File: config.mk
export PLATFORM = sky130hd
export DESIGN_NAME = gpio_irq_ctrl_flat
export DESIGN_NICKNAME = d
export VERILOG_FILES = /design/src/rtl/gpio_irq_ctrl_if.sv /design/src/rtl/gpio_irq_ctrl.sv /design/src/flat_wrapper.sv
export SDC_FILE = /design/constraint.sdc
export NUM_CORES = 1
export LEC_CHECK = 0
export ABC_AREA = 1
export CAP_MARGIN = 20
export CELL_PAD_IN_SITES_DETAIL_PLACEMENT = 1
export CELL_PAD_IN_SITES_GLOBAL_PLACEMENT = 1
export CORE_MARGIN = 1.5
export CORE_UTILIZATION = 39
export CTS_CLUSTER_DIAMETER = 80
export CTS_CLUSTER_SIZE = 20
export DETAILED_ROUTE_END_ITERATION = 12
export PLACE_DENSITY = 0.86
export SYNTH_ARGS = -nofsm -noshare
export SYNTH_HDL_FRONTEND = slang
export SYNTH_SLANG_ARGS = --single-unit
File: constraint.sdc
create_clock -name clk -period 1.15 [get_ports clk]
set_input_delay 0.23 -clock clk [delete_from_list [all_inputs] [get_ports clk]]
set_output_delay 0.23 -clock clk [all_outputs]
set_load 0.01 [all_outputs]
File: src/rtl/gpio_irq_ctrl_if.sv
// CPU register port for the GPIO interrupt controller.
// Write strobe and data go in; registered read data comes back.
interface gpio_irq_ctrl_if #(parameter int data_width = 4);
  logic [1:0]            addr;
  logic                  we;
  logic [data_width-1:0] wdata;
  logic [data_width-1:0] rdata;

  modport master (output addr, we, wdata, input rdata);
  modport slave  (input addr, we, wdata, output rdata);
endinterface

File: src/rtl/gpio_irq_ctrl.sv
// GPIO switch conditioning and interrupt controller: per-bit 2-flop sync,
// debounce and edge detect, then MASK/EDGE/PENDING registers and a level irq.
module gpio_dbnc_lane #(
  parameter int debounce_cycles = 16
) (
  input  logic clk,
  input  logic rst,
  input  logic sw_i,
  input  logic edge_sel_i,
  output logic stable_o,
  output logic hit_o
);
  localparam int CW = $clog2(debounce_cycles);
  localparam logic [CW-1:0] CMAX = CW'(debounce_cycles - 1);

  logic          s1_q, s2_q, stable_q, stable_d, accept;
  logic [CW-1:0] cnt_q, cnt_d;

  always_comb begin
    accept   = (s2_q != stable_q) && (cnt_q == CMAX);
    stable_d = accept ? s2_q : stable_q;
    cnt_d    = cnt_q + 1'b1;
    if ((s2_q == stable_q) || accept) cnt_d = '0;
    // edge_sel 1 = rising, so a hit is a new level equal to the select bit
    hit_o    = accept && (s2_q == edge_sel_i);
  end

  always_ff @(posedge clk) begin
    if (rst) begin
      s1_q     <= 1'b0;
      s2_q     <= 1'b0;
      stable_q <= 1'b0;
      cnt_q    <= '0;
    end else begin
      s1_q     <= sw_i;
      s2_q     <= s1_q;
      stable_q <= stable_d;
      cnt_q    <= cnt_d;
    end
  end

  assign stable_o = stable_q;
endmodule

module gpio_irq_ctrl #(
  parameter int data_width      = 4,
  parameter int debounce_cycles = 16
) (
  input  logic                  clk,
  input  logic                  rst,
  input  logic [data_width-1:0] sw_i,
  gpio_irq_ctrl_if.slave        bus,
  output logic [data_width-1:0] sw_state_o,
  output logic                  irq_o
);
  logic [data_width-1:0] stable, hit;
  logic [data_width-1:0] mask_q, mask_d, edge_q, edge_d, pend_q, pend_d, rdata_q, rdata_d;
  logic                  irq_q;

  for (genvar i = 0; i < data_width; i++) begin : g_lane
    gpio_dbnc_lane #(.debounce_cycles(debounce_cycles)) u_lane (
      .clk       (clk),
      .rst       (rst),
      .sw_i      (sw_i[i]),
      .edge_sel_i(edge_q[i]),
      .stable_o  (stable[i]),
      .hit_o     (hit[i])
    );
  end

  always_comb begin
    mask_d = mask_q;
    edge_d = edge_q;
    pend_d = pend_q;
    if (bus.we) begin
      case (bus.addr)
        2'd1:    mask_d = bus.wdata;
        2'd2:    pend_d = pend_q & ~bus.wdata;
        2'd3:    edge_d = bus.wdata;
        default: ;
      endcase
    end
    // new edges OR in after the clear so a colliding set survives
    pend_d = pend_d | hit;
    case (bus.addr)
      2'd0:    rdata_d = stable;
      2'd1:    rdata_d = mask_q;
      2'd2:    rdata_d = pend_q;
      default: rdata_d = edge_q;
    endcase
  end

  always_ff @(posedge clk) begin
    if (rst) begin
      mask_q  <= '0;
      edge_q  <= '1;
      pend_q  <= '0;
      rdata_q <= '0;
      irq_q   <= 1'b0;
    end else begin
      mask_q  <= mask_d;
      edge_q  <= edge_d;
      pend_q  <= pend_d;
      rdata_q <= rdata_d;
      irq_q   <= |(pend_q & mask_q);
    end
  end

  assign bus.rdata  = rdata_q;
  assign sw_state_o = stable;
  assign irq_o      = irq_q;
endmodule

File: src/flat_wrapper.sv
// flat-port wrapper written by rule: the top's interface ports become plain ports
module gpio_irq_ctrl_flat 
#(
  parameter int data_width      = 4,
  parameter int debounce_cycles = 16
)
  (clk, rst, sw_i, sw_state_o, irq_o, bus_addr, bus_we, bus_wdata, bus_rdata);
  gpio_irq_ctrl_if #(.data_width(data_width)) bus_i ();
  input  logic clk;
  input  logic rst;
  input  logic [data_width-1:0] sw_i;
  output logic [data_width-1:0] sw_state_o;
  output logic irq_o;
  input wire logic [$bits(bus_i.addr)-1:0] bus_addr;
  input wire logic [$bits(bus_i.we)-1:0] bus_we;
  input wire logic [$bits(bus_i.wdata)-1:0] bus_wdata;
  output wire logic [$bits(bus_i.rdata)-1:0] bus_rdata;
  assign bus_i.addr = bus_addr;
  assign bus_i.we = bus_we;
  assign bus_i.wdata = bus_wdata;
  assign bus_rdata = bus_i.rdata;
  gpio_irq_ctrl #(.data_width(data_width), .debounce_cycles(debounce_cycles)) u_core (.clk(clk), .rst(rst), .sw_i(sw_i), .bus(bus_i), .sw_state_o(sw_state_o), .irq_o(irq_o));
endmodule
# == After elaboration in Yosys (flattened, before gate mapping) ==
# Index checks and enable logic that the tools add are counted.
# totals
reg_bits,45
inputBits,13
output_inout_bits,9
# classes
addsub,4
eq_ne,19
n_mux,3
bitwise,4
n_reduce_logical,20
# ops
op,count
"adder 4 x 1 -> 4 bit, second input constant",4
"equality test 4 bit, second input constant",4
case mux 4 bit (3 select lines),1
bitwise AND 4 bit,2
equality test 1 bit,8
logical AND 1 bit,8
two-way mux 4 bit,2
OR reduction 2 bit,4
"equality test 2 bit, second input constant",2
logical OR 1 bit,4
inequality test 1 bit,4
NOT 4 bit,1
bitwise OR 4 bit,1
AND reduction 2 bit,2
OR reduction 4 bit,1
"equality test 2 x 1 -> 1 bit, second input constant",1
zero test 2 bit,1

# == Depth between registers and ports, before layout ==
# Gate-level depths: netlist of run 1.
# depth
depth_word,5
depth_mapped,7

# == Hierarchy ==
# A second synthesis of run 1 with hierarchy kept.
# hier_totals
hier_cells,270
hier_area_um2,1974.4
# modules_own_cells
module,n_inst,cells_per_inst,area_each_um2,seq_area_each_um2
gpio_dbnc_lane,4,39,297.8,140.1
gpio_irq_ctrl,1,114,783.3,340.3

# == Least setup slack after synthesis of run 1 ==
# Ideal clock, no wire load.
# synth_path
path_type,reg2reg
from,reg u_core.g_lane[0].u_lane.cnt_q[0]
to,reg u_core.g_lane[0].u_lane.stable_q
setup_ps,116
arrival_ps,850
required_time_ps,1034
path_slack_ps,185
path_stages_with_launch,6
period_less_slack_ps,965
path_cell_list,dfxtp_1 -> ha_1 -> nand3_1 -> inv_1 -> o21ai_0 -> nor2_1
# synth_between
elab_chain_cells,2
# synth_lines
item,line_no,source
start: declaration,gpio_irq_ctrl.sv:17,"logic [CW-1:0] cnt_q, cnt_d;"
start signal: assignment,gpio_irq_ctrl.sv:38,cnt_q <= cnt_d;
equality test 4 bit,gpio_irq_ctrl.sv:20,accept = (s2_q != stable_q) && (cnt_q == CMAX);
logical AND 1 bit,gpio_irq_ctrl.sv:20,
end signal: assignment,gpio_irq_ctrl.sv:37,stable_q <= stable_d;
end: declaration,gpio_irq_ctrl.sv:16,"logic s1_q, s2_q, stable_q, stable_d, accept;"
# Every way passes these cells.
# A chain may end at the register's enable or synchronous reset.

# == Final worst setup path of run 1 ==
# layout_path
from,reg u_core.g_lane[0].u_lane.stable_q
to,out sw_state_o[0]
# layout_rtl
item,line_no,source
end: declaration,flat_wrapper.sv:12,output logic [data_width-1:0] sw_state_o;
# No word-level cell between the ends.

==> metrics.txt, run 1 <==
worst-path cell chain clkdlybuf4s15_1; status finished, final reports clean; Peak VDD IR 0.543 mV; Final GP Congestion 0.836; I/O pin count 22; routed vias/inst 4.90; setup bufs post-CTS 0; die area 0.00512 mm2; H-Tree Depth 2; max_cap viols 0; vias in the first global route 1,728; Gate power share 0.079; reg-to-reg slack, setup 90 ps; Cells after Synth 245; Post-synth EDFFs 0; ys flop type dfxtp_1; top-count cell post-synth dfxtp_1; setup ws final 34.2 ps; total core area 0.00444 mm2; Longest Clk Path Bufs 2; Worst-path clk slew 80 ps; Synth top area share 0.491; Post-Layout Cell Count 335; Final Setup Violations 0; Crit-path slowest cell dfxtp_1; worst path arrival time 890 ps; class of the worst hold path reg -> reg; TritonCTS buffer count 5; Yosys top cell by area dfxtp_1; Async S/R FF share, synth 0; Sequential cell area 902 um2; fin. max-slew vios 0; largest cells by area after synthesis dfxtp_1 49%, nand2_1 9.0%, inv_1 7.8%; Pint 2.25 mW; largest net degree at the start of global routing 14; Buf/Inv on CP 1; # diodes 0; Tmin final 1120 ps; post-synth net total 262; Yosys warning total 0; post-synth design cell area 0.00183 mm2; net switching power 0.665 mW; area of the multi-input gates 778 um2; fin nets 299; Fmax 896 MHz; Vias 1,641; period utilisation layout 0.970; chip width 71.6 um; power per cell area 1250 mW/mm2; Avg WL per Cell 12.7 um; drt drc 0; Max Fanout on Critical Path 2; final antenna-violating net count 0; final hold vios 0; CP max stage delay 350 ps; Relative slew margins 0.811; drt total wl 4260 um; leakage 1.10 nW; endpoint class of the critical path output port; hold_buf cts 0; Yosys reg bits 45; pre-CTS WS -327 ps; pin slew with the least headroom to its limit 283 ps; initial antenna violation count 0; family with the most delay on the worst path flip-flops; initial core utilization 0.413; DP Cell Count 327; 1st-pass router iterations 6; WP data required 920 ps; clock sinks 45; fraction of layout cells with a size suffix above 1 0.138; crit start category flop; HPWL Detailed 3190 um; distinct cell type count after synthesis 16; most frequent cells after synthesis 45 x dfxtp_1, 44 x nand2_1, 38 x inv_1; die height 71.6 um; Root Buffer clkbuf_8; area delta synth->final 27.5%; Tot Pwr 2.91 mW; Mean Syn Cell Area 7.49 um2; clock power share 0.367; Overflow after GRT 0; Net Sw Frac 0.228; clk_lat worst skew 300 ps; Fillers 568; CTS tree done; Crit Path Class reg -> out; register area share after synthesis 0.491; clock skew 11.0 ps; Flop pwr share 0.553; total track usage 0.184; IO Port Bufs 21; initial DRC count 48; Rows 24; first-pass GRT wire length 7240 um
layout by cell type, fill, tap and decap left out, types with 5 or more instances in the layout:
| cell | netlist | layout |
|---|---|---|
| a21oi_1 | 18 | 18 |
| buf_4 | 4 | 15 |
| clkbuf_8 | 0 | 7 |
| clkdlybuf4s50_1 | 0 | 10 |
| dfxtp_1 | 45 | 44 |
| dlygate4sd2_1 | 0 | 6 |
| inv_1 | 38 | 37 |
| nand2_1 | 44 | 43 |
| nand3_1 | 24 | 19 |
| nand3_2 | 0 | 5 |
| nor2_1 | 35 | 35 |
| o21ai_0 | 16 | 15 |
flip-flops by register name, indices dropped and copies added (netlist names):
name	count
u_core.g_lane.u_lane.s1_q	4
u_core.g_lane.u_lane.stable_o	4
u_core.irq_o	1
u_core.mask_q	4
u_core.pend_q	4
u_core.g_lane.u_lane.cnt_q	16
u_core.edge_q	4
u_core.bus.rdata	4
u_core.g_lane.u_lane.s2_q	4
per-layer routing:
metal / GRT usage / vias up / share of wire
met1: 0.204 / 771 / 0.43
li1: - / 834 / -
met2: 0.324 / 29 / 0.51
met4: 0.0985 / 0 / 0.027
met5: 0 / - / 0
met3: 0.0436 / 7 / 0.037
logic make-up after synthesis:
kind of cell	after synthesis	synth area share
simple gates	109	0.252
fa+ha+maj	4	0.0273
buf+inv	46	0.105
flops	45	0.491
compound gates	35	0.0962
xor+xnor	6	0.0286
per-stage QoR:
stage / setup TNS (ps) / util / instance area [um2] / hold WS (ps)
6_report: 0 / 0.526 / 2340 / 409
2_1_floorplan: 0 / - / 1830 / 337
3_3_place_gp: -6030 / 0.495 / 2200 / 392
4_1_cts: 0 / 0.516 / 2290 / 416
3_5_place_dp: -6920 / 0.495 / 2200 / 405
5_1_grt: -9.24 / 0.526 / 2340 / 429
final timing paths:
| kind | end | depth (start not counted) | startpoint |
|---|---|---|---|
| max | sw_state_o[0] | 1 | u_core.g_lane[0].u_lane.stable_o$_SDFFE_PP0P_ |
| max reg2reg | u_core.pend_q[3]$_SDFF_PP0_ | 5 | u_core.g_lane[3].u_lane.cnt_q[0]$_SDFF_PP0_ |
| min | u_core.g_lane[0].u_lane.s2_q$_SDFF_PP0_ | 2 | u_core.g_lane[0].u_lane.s1_q$_SDFF_PP0_ |
| min reg2reg | u_core.g_lane[0].u_lane.s2_q$_SDFF_PP0_ | 2 | u_core.g_lane[0].u_lane.s1_q$_SDFF_PP0_ |
cell type report:
| type | instances | share of cell area |
|---|---|---|
| inverter | 38 | 0.0610 |
| sequential | 45 | 0.386 |
| tap | 52 | 0.0278 |
| timing repair buffer | 38 | 0.149 |
| multi-input combinational | 154 | 0.333 |
| clock inverter | 1 | 0.00214 |
| clock buffer | 7 | 0.0412 |
repair_timing:
action | in CTS | in global routing
pin swaps | 0 | 4
setup endpoints to repair | 12 | 20
hold endpoints to repair | 0 | 0
gates resized for setup | 13 | 16
power groups by stage:
| stage | clock network [mW] | registers (mW) | logic (mW) |
|---|---|---|---|
| 6_report | 1.07 | 1.61 | 0.230 |
| 2_1_floorplan | 0 | 1.65 | 0.102 |
| 5_1_grt | 1.16 | 1.62 | 0.259 |
| 3_3_place_gp | 0 | 1.65 | 0.226 |
| 3_5_place_dp | 0 | 1.65 | 0.233 |
| 4_1_cts | 1.11 | 1.61 | 0.229 |
(Power assumes the default switching activity.)
==> run 2: changes to the inputs <==
--- a/config.mk
+++ b/config.mk
@@ -5,16 +5,16 @@
 export SDC_FILE = /design/constraint.sdc
 export NUM_CORES = 1
 export LEC_CHECK = 0
-export ABC_AREA = 1
 export CAP_MARGIN = 20
 export CELL_PAD_IN_SITES_DETAIL_PLACEMENT = 1
 export CELL_PAD_IN_SITES_GLOBAL_PLACEMENT = 1
 export CORE_MARGIN = 1.5
-export CORE_UTILIZATION = 39
+export CORE_UTILIZATION = 44
+export CTS_BUF_LIST = sky130_fd_sc_hd__clkbuf_2
 export CTS_CLUSTER_DIAMETER = 80
 export CTS_CLUSTER_SIZE = 20
 export DETAILED_ROUTE_END_ITERATION = 12
-export PLACE_DENSITY = 0.86
+export PLACE_DENSITY = 0.89
 export SYNTH_ARGS = -nofsm -noshare
 export SYNTH_HDL_FRONTEND = slang
 export SYNTH_SLANG_ARGS = --single-unit
==> run 2 against run 1 <==
Net effect: the flow now finishes with violations (setup timing); flip-flop and latch count unchanged; highest routed layer unchanged; sequential power about the same; via count shrank 15%; total power down 7.6%; design area is 2.1% higher; clock power shrank 21%; fmax shrank 13%; critical path depth grew 3; non-clock buffer count up 9; die area is 13% lower.
==> metrics.txt, run 2 <==
leakage 1.01 nW (-8.6%); pre-CTS WS -568 ps (-241 ps); worst-path cell chain buf_6, buf_6, mux4_2, and2_4; HP Start sw_i[1]; mux contribution to synthesized area 0.118 (+0.118); Biggest register u_core.g_lane.u_lane.cnt_q; Reg-to-Reg Start u_core.g_lane[0].u_lane.stable_o$_SDFFE_PP0P_; I/O pin count 22 (unchanged); Final Setup Violations 15 (+15); CP max stage delay 450 ps (+100 ps); drt drc 0 (unchanged); commonest non-fill, non-tap cell in the layout dfxtp_1; Worst-path clk slew 210 ps (+130 ps); Hold Path Depth 2 (unchanged); hold_buf cts 0 (unchanged); Cells after Synth 175 (-29%); max_cap viols 0 (unchanged); distinct cell type count after synthesis 31 (+15); final antenna-violating net count 0 (unchanged); fin nets 237 (-21%); class of the worst hold path in -> reg; setup ws final -129 ps (-163 ps); most frequent cells in the layout 35 x dfxtp_1, 19 x nor2_1, 18 x buf_4; failing checks setup timing; RR Endpoint u_core.bus.rdata[0]$_SDFF_PP0_; Fmax 782 MHz (-13%); Post-Synth XOR/XNOR Area 0.0590 (+0.0303); top-count cell post-synth dfxtp_1; TritonCTS buffer count 5 (unchanged); largest net degree at the start of global routing 14 (unchanged); WP data required 1460 ps (+540 ps); vias in the first global route 1,622 (-6.1%); Post-Layout Cell Count 269 (-20%); CP dominant cell by count buf_6; total core area 0.00377 mm2 (-15%); Yosys top cell by area dfxtp_1; die area 0.00444 mm2 (-13%); routed vias/inst 5.22 (+6.5%); CTS tree done; initial DRC count 64 (+33%); first-pass GRT wire length 7390 um (+2.1%); RSZ-0062 raised after global routing yes; reg-to-reg slack, setup -130 ps (-220 ps); worst path arrival time 1590 ps (+700 ps); Vias 1,403 (-15%); Peak VDD IR 0.696 mV (+28%); IO Port Bufs 21 (unchanged); H-Tree Depth 2 (unchanged); Crit Path Class reg -> reg; fraction of layout cells with a size suffix above 1 0.353 (+0.215); most frequent cells after synthesis 45 x dfxtp_1, 24 x nor2_1, 12 x mux2i_1; chip width 66.6 um (-6.9%); post-synth design cell area 0.00178 mm2 (-2.9%); Worst Hold Endpoint u_core.g_lane[1].u_lane.s1_q$_SDFF_PP0_; Worst Hold Slack 365 ps (-44.2 ps); HPWL Detailed 3290 um (+3.1%); pin slew with the least headroom to its limit 324 ps (+41.0 ps); Simple-Gate Fraction of Synth Area 0.194 (-0.0579); adder-cell share of the synthesized area 0.0281 (+0.000805); max FFs per register 16 (unchanged); period utilisation layout 1.11 (+0.142); initial core utilization 0.472 (+0.0597); crit start category flop; register area share after synthesis 0.506 (+0.0145); total track usage 0.227 (+0.0432); ys flop type dfxtp_1; Relative slew margins 0.784 (-0.0276); clock sinks 45 (unchanged); Final GP Congestion 0.781 (-6.6%); Longest Clk Path Bufs 2 (unchanged); Mean Syn Cell Area 10.2 um2 (+36%); status complete, but fails checks; clock skew 12.2 ps (+1.25 ps); Synth Area in Compound Gates 0.0520 (-0.0442); clk_lat worst skew 380 ps (+80 ps); largest cells by area after synthesis dfxtp_1 51%, mux2i_1 6.7%, mux4_2 5.1%; Yosys warning total 0 (unchanged); Avg WL per Cell 17.2 um (+35%); final hold vios 0 (unchanged); Rows 22 (-8.3%); Yosys reg bits 45 (unchanged); die height 66.6 um (-6.9%); Crit-path slowest cell mux4_2; Overflow after GRT 0 (unchanged); initial antenna violation count 0 (unchanged); Max Fanout on Critical Path 3 (+1); 1st-pass router iterations 4 (-2); largest family of logic cells by synthesized area simple AND/OR/NAND/NOR gates; worst reg-to-reg path cell count 4 (-1); power per cell area 1130 mW/mm2 (-9.5%); Synth top area share 0.506 (+0.0145); Post-synth EDFFs 0 (unchanged); fin. max-slew vios 0 (unchanged); Root Buffer clkbuf_2; post-synth net total 192 (-27%); Tot Pwr 2.69 mW (-7.6%); DP Cell Count 256 (-22%); area delta synth->final 34.1%; endpoint class of the critical path flop; Tmin final 1280 ps (+163 ps); drt total wl 4620 um (+8.5%); Async S/R FF share, synth 0 (unchanged); # diodes 0 (unchanged)
## run 2: worst max-delay path by stage
stage / from / to
6_report: u_core.g_lane[0].u_lane.stable_o$_SDFFE_PP0P_ / u_core.bus.rdata[0]$_SDFF_PP0_
5_1_grt: u_core.g_lane[3].u_lane.stable_o$_SDFFE_PP0P_ / u_core.g_lane[3].u_lane.cnt_q[3]$_SDFF_PP0_
2_1_floorplan: u_core.g_lane[3].u_lane.cnt_q[0]$_SDFF_PP0_ / u_core.g_lane[3].u_lane.cnt_q[2]$_SDFF_PP0_
4_1_cts: u_core.g_lane[1].u_lane.stable_o$_SDFFE_PP0P_ / u_core.g_lane[1].u_lane.cnt_q[0]$_SDFF_PP0_
3_3_place_gp: bus_addr[0] / u_core.bus.rdata[0]$_SDFF_PP0_
3_5_place_dp: bus_addr[0] / u_core.bus.rdata[2]$_SDFF_PP0_
## run 2: metal layers
metal  vias to the layer above  track usage  part of all wire
met5                         -            0                 0
met4                         0       0.0918             0.014
met3                         8       0.0574             0.031
met2                        32        0.439              0.57
met1                       688        0.227              0.39
li1                        675            -                 -
## run 2: layout make-up
type,instances,area (um2)
multi-input cells,116,920
clock buffers,6,30.0
flip-flops and latches,45,913
clock inverters,2,33.8
well taps,48,60.1
inverters,5,18.8
repair buffers,47,413
fillers,418,1380
## run 2: cell families (layout without fill, tap and decap cells)
kind of cell,Yosys count,in the layout
and+or+nand+nor,69,69
buffers and inverters,14,60
adders and majority gates,4,4
muxes,16,16
xor gates and xnor gates,12,12
DFF,45,45
AOI/OAI and AO/OA,15,15
## run 2: critical path, delay by kind of cell, from the launching register on
kind,cells,cell delay [ps]
mux,1,450
flops,1,370
simple gates,1,170
buf+inv,2,220
## run 2: where the power goes
group	leakage (nW)	switching, mW	internal, mW
clock	0.0406	0.471	0.371
combinational	0.598	0.0986	0.126
sequential	0.371	0.0275	1.60
total	1.01	0.597	2.09
## run 2: stage by stage
step                utilization  cell area, um2  TNS (ps)
floorplan                     -            1800         0
global placement          0.576            2170    -11830
detailed placement        0.576            2170    -14000
CTS                       0.614            2320     -1200
global route              0.633            2390     -1960
finish                    0.633            2390     -1050
## run 2: what timing repair did
action                     in CTS  in global routing
buffers inserted                5                  0
gates resized for setup        59                 21
setup endpoints to repair      33                 32
pin swaps                       6                  5
